$ cat src/rtl/sw_pkg.sv
// Shared encodings for the Smith-Waterman systolic array: base codes,
// traceback direction codes and default datapath widths.
package sw_pkg;

  localparam int SCORE_W_DEF = 12;
  localparam int COL_W_DEF   = 8;

  typedef enum logic [1:0] {
    BASE_A = 2'd0,
    BASE_C = 2'd1,
    BASE_G = 2'd2,
    BASE_T = 2'd3
  } base_t;

  typedef enum logic [1:0] {
    T_STOP = 2'd0,
    T_DIAG = 2'd1,
    T_UP   = 2'd2,
    T_LEFT = 2'd3
  } dir_t;

endpackage

$ cat src/rtl/sw_max4.sv
// Combinational max of {0, diag, up, left}; earlier candidates win ties, so a
// zero result always reports STOP and DIAG beats UP beats LEFT.
module sw_max4
  import sw_pkg::*;
#(
  parameter int W = 14
) (
  input  logic signed [W-1:0] diag,
  input  logic signed [W-1:0] up,
  input  logic signed [W-1:0] left,
  output logic signed [W-1:0] best,
  output dir_t                dir
);

  logic signed [W-1:0] cand [4];

  assign cand[0] = '0;
  assign cand[1] = diag;
  assign cand[2] = up;
  assign cand[3] = left;

  // Candidate index equals its direction code; strict compare keeps the earlier one on ties.
  always_comb begin
    best = cand[0];
    dir  = T_STOP;
    for (int i = 1; i < 4; i++) begin
      if (cand[i] > best) begin
        best = cand[i];
        dir  = dir_t'(i[1:0]);
      end
    end
  end

endmodule

$ cat src/rtl/sw_pe.sv
// One linear-gap Smith-Waterman processing element: scores a streamed reference
// base against its stored query base and tracks the best local score/column.
module sw_pe
  import sw_pkg::*;
#(
  parameter int SCORE_W  = SCORE_W_DEF,
  parameter int COL_W    = COL_W_DEF,
  parameter int MATCH    = 2,
  parameter int MISMATCH = 1,
  parameter int GAP      = 1
) (
  input  logic               clk,
  input  logic               reset,
  input  logic               q_load,
  input  logic [1:0]         q_in,
  input  logic               valid_in,
  input  logic               first_in,
  input  logic [1:0]         s_in,
  input  logic [SCORE_W-1:0] h_in,
  output logic               valid_out,
  output logic               first_out,
  output logic [1:0]         s_out,
  output logic [SCORE_W-1:0] h_out,
  output logic               t_valid,
  output logic [1:0]         t_out,
  output logic [SCORE_W-1:0] max_score,
  output logic [COL_W-1:0]   max_col
);

  localparam int EW = SCORE_W + 2;
  localparam logic signed [EW-1:0] MATCH_S = EW'(MATCH);
  localparam logic signed [EW-1:0] MISM_S  = EW'(-MISMATCH);
  localparam logic signed [EW-1:0] GAP_S   = EW'(GAP);

  logic [1:0]          q_reg;
  logic [SCORE_W-1:0]  h_diag_reg;
  logic [SCORE_W-1:0]  h_left_reg;
  logic [COL_W-1:0]    col_reg;

  logic signed [EW-1:0] hd_ext, hl_ext, hu_ext;
  logic signed [EW-1:0] diag_s, up_s, left_s, best_s;
  dir_t                 dir;
  logic [SCORE_W-1:0]   h_next;
  logic [COL_W-1:0]     col_next;

  // A first beat starts a new matrix column 0, so the left/diag neighbours are the zero border.
  always_comb begin
    hd_ext   = first_in ? '0 : {2'b00, h_diag_reg};
    hl_ext   = first_in ? '0 : {2'b00, h_left_reg};
    hu_ext   = {2'b00, h_in};
    diag_s   = hd_ext + ((s_in == q_reg) ? MATCH_S : MISM_S);
    up_s     = hu_ext - GAP_S;
    left_s   = hl_ext - GAP_S;
    col_next = first_in ? '0 : col_reg + COL_W'(1);
  end

  sw_max4 #(.W(EW)) u_max4 (
    .diag (diag_s),
    .up   (up_s),
    .left (left_s),
    .best (best_s),
    .dir  (dir)
  );

  // best_s is never negative, so any set guard bit means overflow.
  assign h_next = (best_s[EW-1:SCORE_W] != '0) ? {SCORE_W{1'b1}} : best_s[SCORE_W-1:0];

  always_ff @(posedge clk or posedge reset) begin
    if (reset) begin
      q_reg      <= '0;
      h_diag_reg <= '0;
      h_left_reg <= '0;
      col_reg    <= '0;
      valid_out  <= 1'b0;
      first_out  <= 1'b0;
      s_out      <= '0;
      h_out      <= '0;
      t_valid    <= 1'b0;
      t_out      <= '0;
      max_score  <= '0;
      max_col    <= '0;
    end else begin
      if (q_load) begin
        q_reg <= q_in;
      end
      valid_out <= valid_in;
      t_valid   <= valid_in;
      if (valid_in) begin
        first_out  <= first_in;
        s_out      <= s_in;
        h_out      <= h_next;
        t_out      <= dir;
        h_diag_reg <= h_in;
        h_left_reg <= h_next;
        col_reg    <= col_next;
        if (first_in || (h_next > max_score)) begin
          max_score <= h_next;
          max_col   <= col_next;
        end
      end
    end
  end

endmodule

$ cat config.mk
export PLATFORM = sky130hd
export DESIGN_NAME = sw_pe
export DESIGN_NICKNAME = d
export VERILOG_FILES = /design/src/rtl/sw_pkg.sv /design/src/rtl/sw_max4.sv /design/src/rtl/sw_pe.sv
export SDC_FILE = /design/constraint.sdc
export NUM_CORES = 1
export LEC_CHECK = 0
export ABC_AREA = 1
export BUFFER_PORTS_ARGS = -buffer_cell sky130_fd_sc_hd__buf_2
export CAP_MARGIN = 20
export CORE_MARGIN = 2
export CORE_UTILIZATION = 45
export CTS_CLUSTER_DIAMETER = 30
export DETAILED_ROUTE_END_ITERATION = 16
export GPL_ROUTABILITY_DRIVEN = 0
export PLACE_DENSITY = 0.68
export SETUP_SLACK_MARGIN = 0.2
export SYNTH_ARGS = -nofsm -noshare
export SYNTH_HDL_FRONTEND = slang
export SYNTH_SLANG_ARGS = --single-unit
$ cat constraint.sdc
create_clock -name clk -period 10.4 [get_ports clk]
set_input_delay 0.52 -clock clk [delete_from_list [all_inputs] [get_ports clk]]
set_output_delay 0.52 -clock clk [all_outputs]
set_load 0.1 [all_outputs]
==> results.md <==
- Routed WL: 13030 um
- H-tree levels: 3
- Worst VDD drop: 378.5 uV
- Synth warn: 0
- Clock Pin Slew Worst Setup and Hold Paths: 0.06 ns
- EDFF count, synth: 0
- HP Class: in2async
- RSZ-0062 raised after global routing: false
- Core area: 11370 sq um
- Num rows: 39
- Synthesized Nets: 828
- Clock sink total: 60
- Final ANT Viol Nets: 0
- CTS buffer count: 9
- Sequential-to-total area share from yosys stat: 28.70%
- Clk_skew: approximately 0.011 ns
- Worst hold slack: 0.4107 ns
- Leakage: roughly 3.3 nW
- Worst R2R End: max_score[9]
- Drt first pass iters: 4
- Die height: roughly 110 um
- Iteration-0 DRC count of the detailed router: 300
- Layout area overhead: 13.80%
- Synth Instances: 761
- Post-synthesis cell type count: 41
- Vias: about 4800
- Clock tree from TritonCTS: yes
- Most frequent cells in the layout: 251 x nand2_1, 103 x inv_1, 60 x dfrtp_1
- Utilization after layout: 52.36%
- Die area: 12500 sq um
- CTS resizes: 0
- Post-DP HPWL: 9984 um
- FILL cells: 1147
- Status: finished clean
- Pwr/cell area: 354.1 nW/um^2
- Commonest non-fill, non-tap cell in the layout: nand2_1
- Largest net degree at the start of global routing: 61
- Synthesized flop and latch total: 60
- Final setup TNS: 0 ns
- Crit path launch type: register
- First-pass GRT wire length: 22390 um
- Pins Over Slew Limit: 0
- CP bufs+invs: 11
- Post-CTS setup buffer count: 0
- Critical Path Fanout Max: 17
- CP max stage delay: 0.47 ns
- Vias in the first global route: approximately 4600
- Final nets: 880
- Slack of the worst reg-to-reg path: between 2 and 2.5 ns
- Fraction of registers with async set/reset: 100.0%
- Top_reg_cell synth: dfrtp_1
- Root buf cell: clkbuf_16
- Post-route cell area: 5953 sq um
- Vias/cell: 4.978
- # hold bufs at CTS: 0
- Hold Violations, Final: 0
- Port Buffers: 59
- GRT Total Usage: 22.00%
- Placed instance area: 5605 sq um
- CP required: 10.67 ns
- Final Instance Count excl. Fillers: 961
- Post-layout min period: about 8.4 ns
- Worst reg2reg path depth: 58
- Max-capacitance violation count: 0
- Congestion Overflow GR: 0
- Routed len/inst: 13.56 um
- Antenna Cells: 0
- Worst Setup End Kind: register
- # setup viols final: 0
- CTS max path bufs: 2
- Die width: 111.8 um
- Fraction of layout instances using a drive strength above 1: between 15 and 20%
- Critical path depth: 58
- Kind of critical path: reg2reg
- Slowest CP cell: inv_1
- Worst path top cell family by delay: simple AND/OR/NAND/NOR gates
- Detailed-route DRC error count: 0
- Final period util: approximately four fifths
- Io pins: 60
- Critical Path AT: about 8.6 ns
- Synthesized area per cell: approximately 6.9 sq um
- Starting Density: a little under half
- Worst slew margin: 35.82%
- Initial antenna violation count: 0
- Worst skew pair latency: 0.34 ns
- Fmax: 119.7 MHz
- Placed cells: 945
- CP dominant cell by count: nand2_1
- Area of the mapped netlist: approximately 5200 sq um
- Least-Margin Pin Slew: 0.9627 ns
- Reg2Reg Launch Point: q_reg[0]
-- how the worst max path moves through the flow --
stage | start | endpoint
final | q_reg[0] | max_score[9]
after global routing | q_reg[1] | max_score[9]
after floorplan | first_in | max_score[0]
after CTS | q_reg[0] | max_score[9]
after global placement | first_in | max_col[6]
after detailed placement | first_in | max_score[2]
-- cells by family (layout without fill, tap and decap cells) --
kind of cell / after synthesis / in the layout / synth area share (%)
DFF: 60 / 60 / 28.70
and+or+nand+nor: 410 / 410 / 36.26
xor gates and xnor gates: 23 / 23 / 3.851
other: 1 / 1 / 0.07168
adders and majority gates: 46 / 46 / 11.00
AOI/OAI and AO/OA: 91 / 91 / 9.926
buffers and inverters: 130 / 187 / 10.19
-- cell usage after synthesis, drive strengths merged (3+ instances only) --
cell type / instances / area, sq um
clkbuf: 8 / 30.03
nand3: 53 / 360.3
nand2: 280 / 1159
xnor2: 7 / 61.31
ha: 46 / 575.6
xor2: 16 / 140.1
buf: 12 / 85.08
nor3: 12 / 60.06
nor2: 51 / 214.0
nand4: 6 / 37.54
o21ai: 55 / 305.3
a21oi: 28 / 151.4
nor3b: 3 / 32.53
inv: 110 / 417.9
dfrtp: 60 / 1501
-- per-layer routing --
layer | share of wire (%) | vias up | track usage (%) | routed length (um)
li1 | - | 2517 | - | -
met1 | 49 | 2148 | 30.71 | 6346
met2 | 44 | 103 | 34.42 | 5757
met3 | 5.4 | 16 | 4.845 | 702
met4 | 1.7 | 0 | 6.337 | 226
met5 | 0 | - | 0 | 0
-- worst register-to-register path, delay by kind of cell, from the launching register on --
family,cells,cell delay [ns]
AND/OR/NAND/NOR,35,3.69
adder cells (fa/ha/maj),4,1.24
AO/OA/AOI/OAI,8,1.45
flip-flops,1,0.37
buffers and inverters,11,1.55
-- cell type report --
type                    count  area, sq um  share of cell area [%]
clock inverters             7        122.6                   2.060
repair buffers             61        310.3                   5.212
well taps                 143        178.9                   3.005
inverters                 110        417.9                   7.020
multi-input cells         571         3197                   53.70
clock buffers               9        225.2                   3.783
flip-flops and latches     60         1501                   25.22
-- power by group --
part	leakage (nW)	switching (W)	internal, W	total, W
combinational	2.37	0.00105	0.000357	0.00141
clock	0.162	0.000117	0.000235	0.000353
sequential	0.747	0.0000444	0.000301	0.000345
total	3.28	0.00121	0.000894	0.00211
-- per-stage QoR --
step | total power (W) | setup WS (ns)
floorplan | 0.001490 | 3.114
global placement | 0.001745 | 2.003
detailed placement | 0.001752 | 1.916
CTS | 0.002117 | 2.117
global route | 0.002291 | 1.055
finish | 0.002108 | 2.043
(Power assumes the default switching activity.)
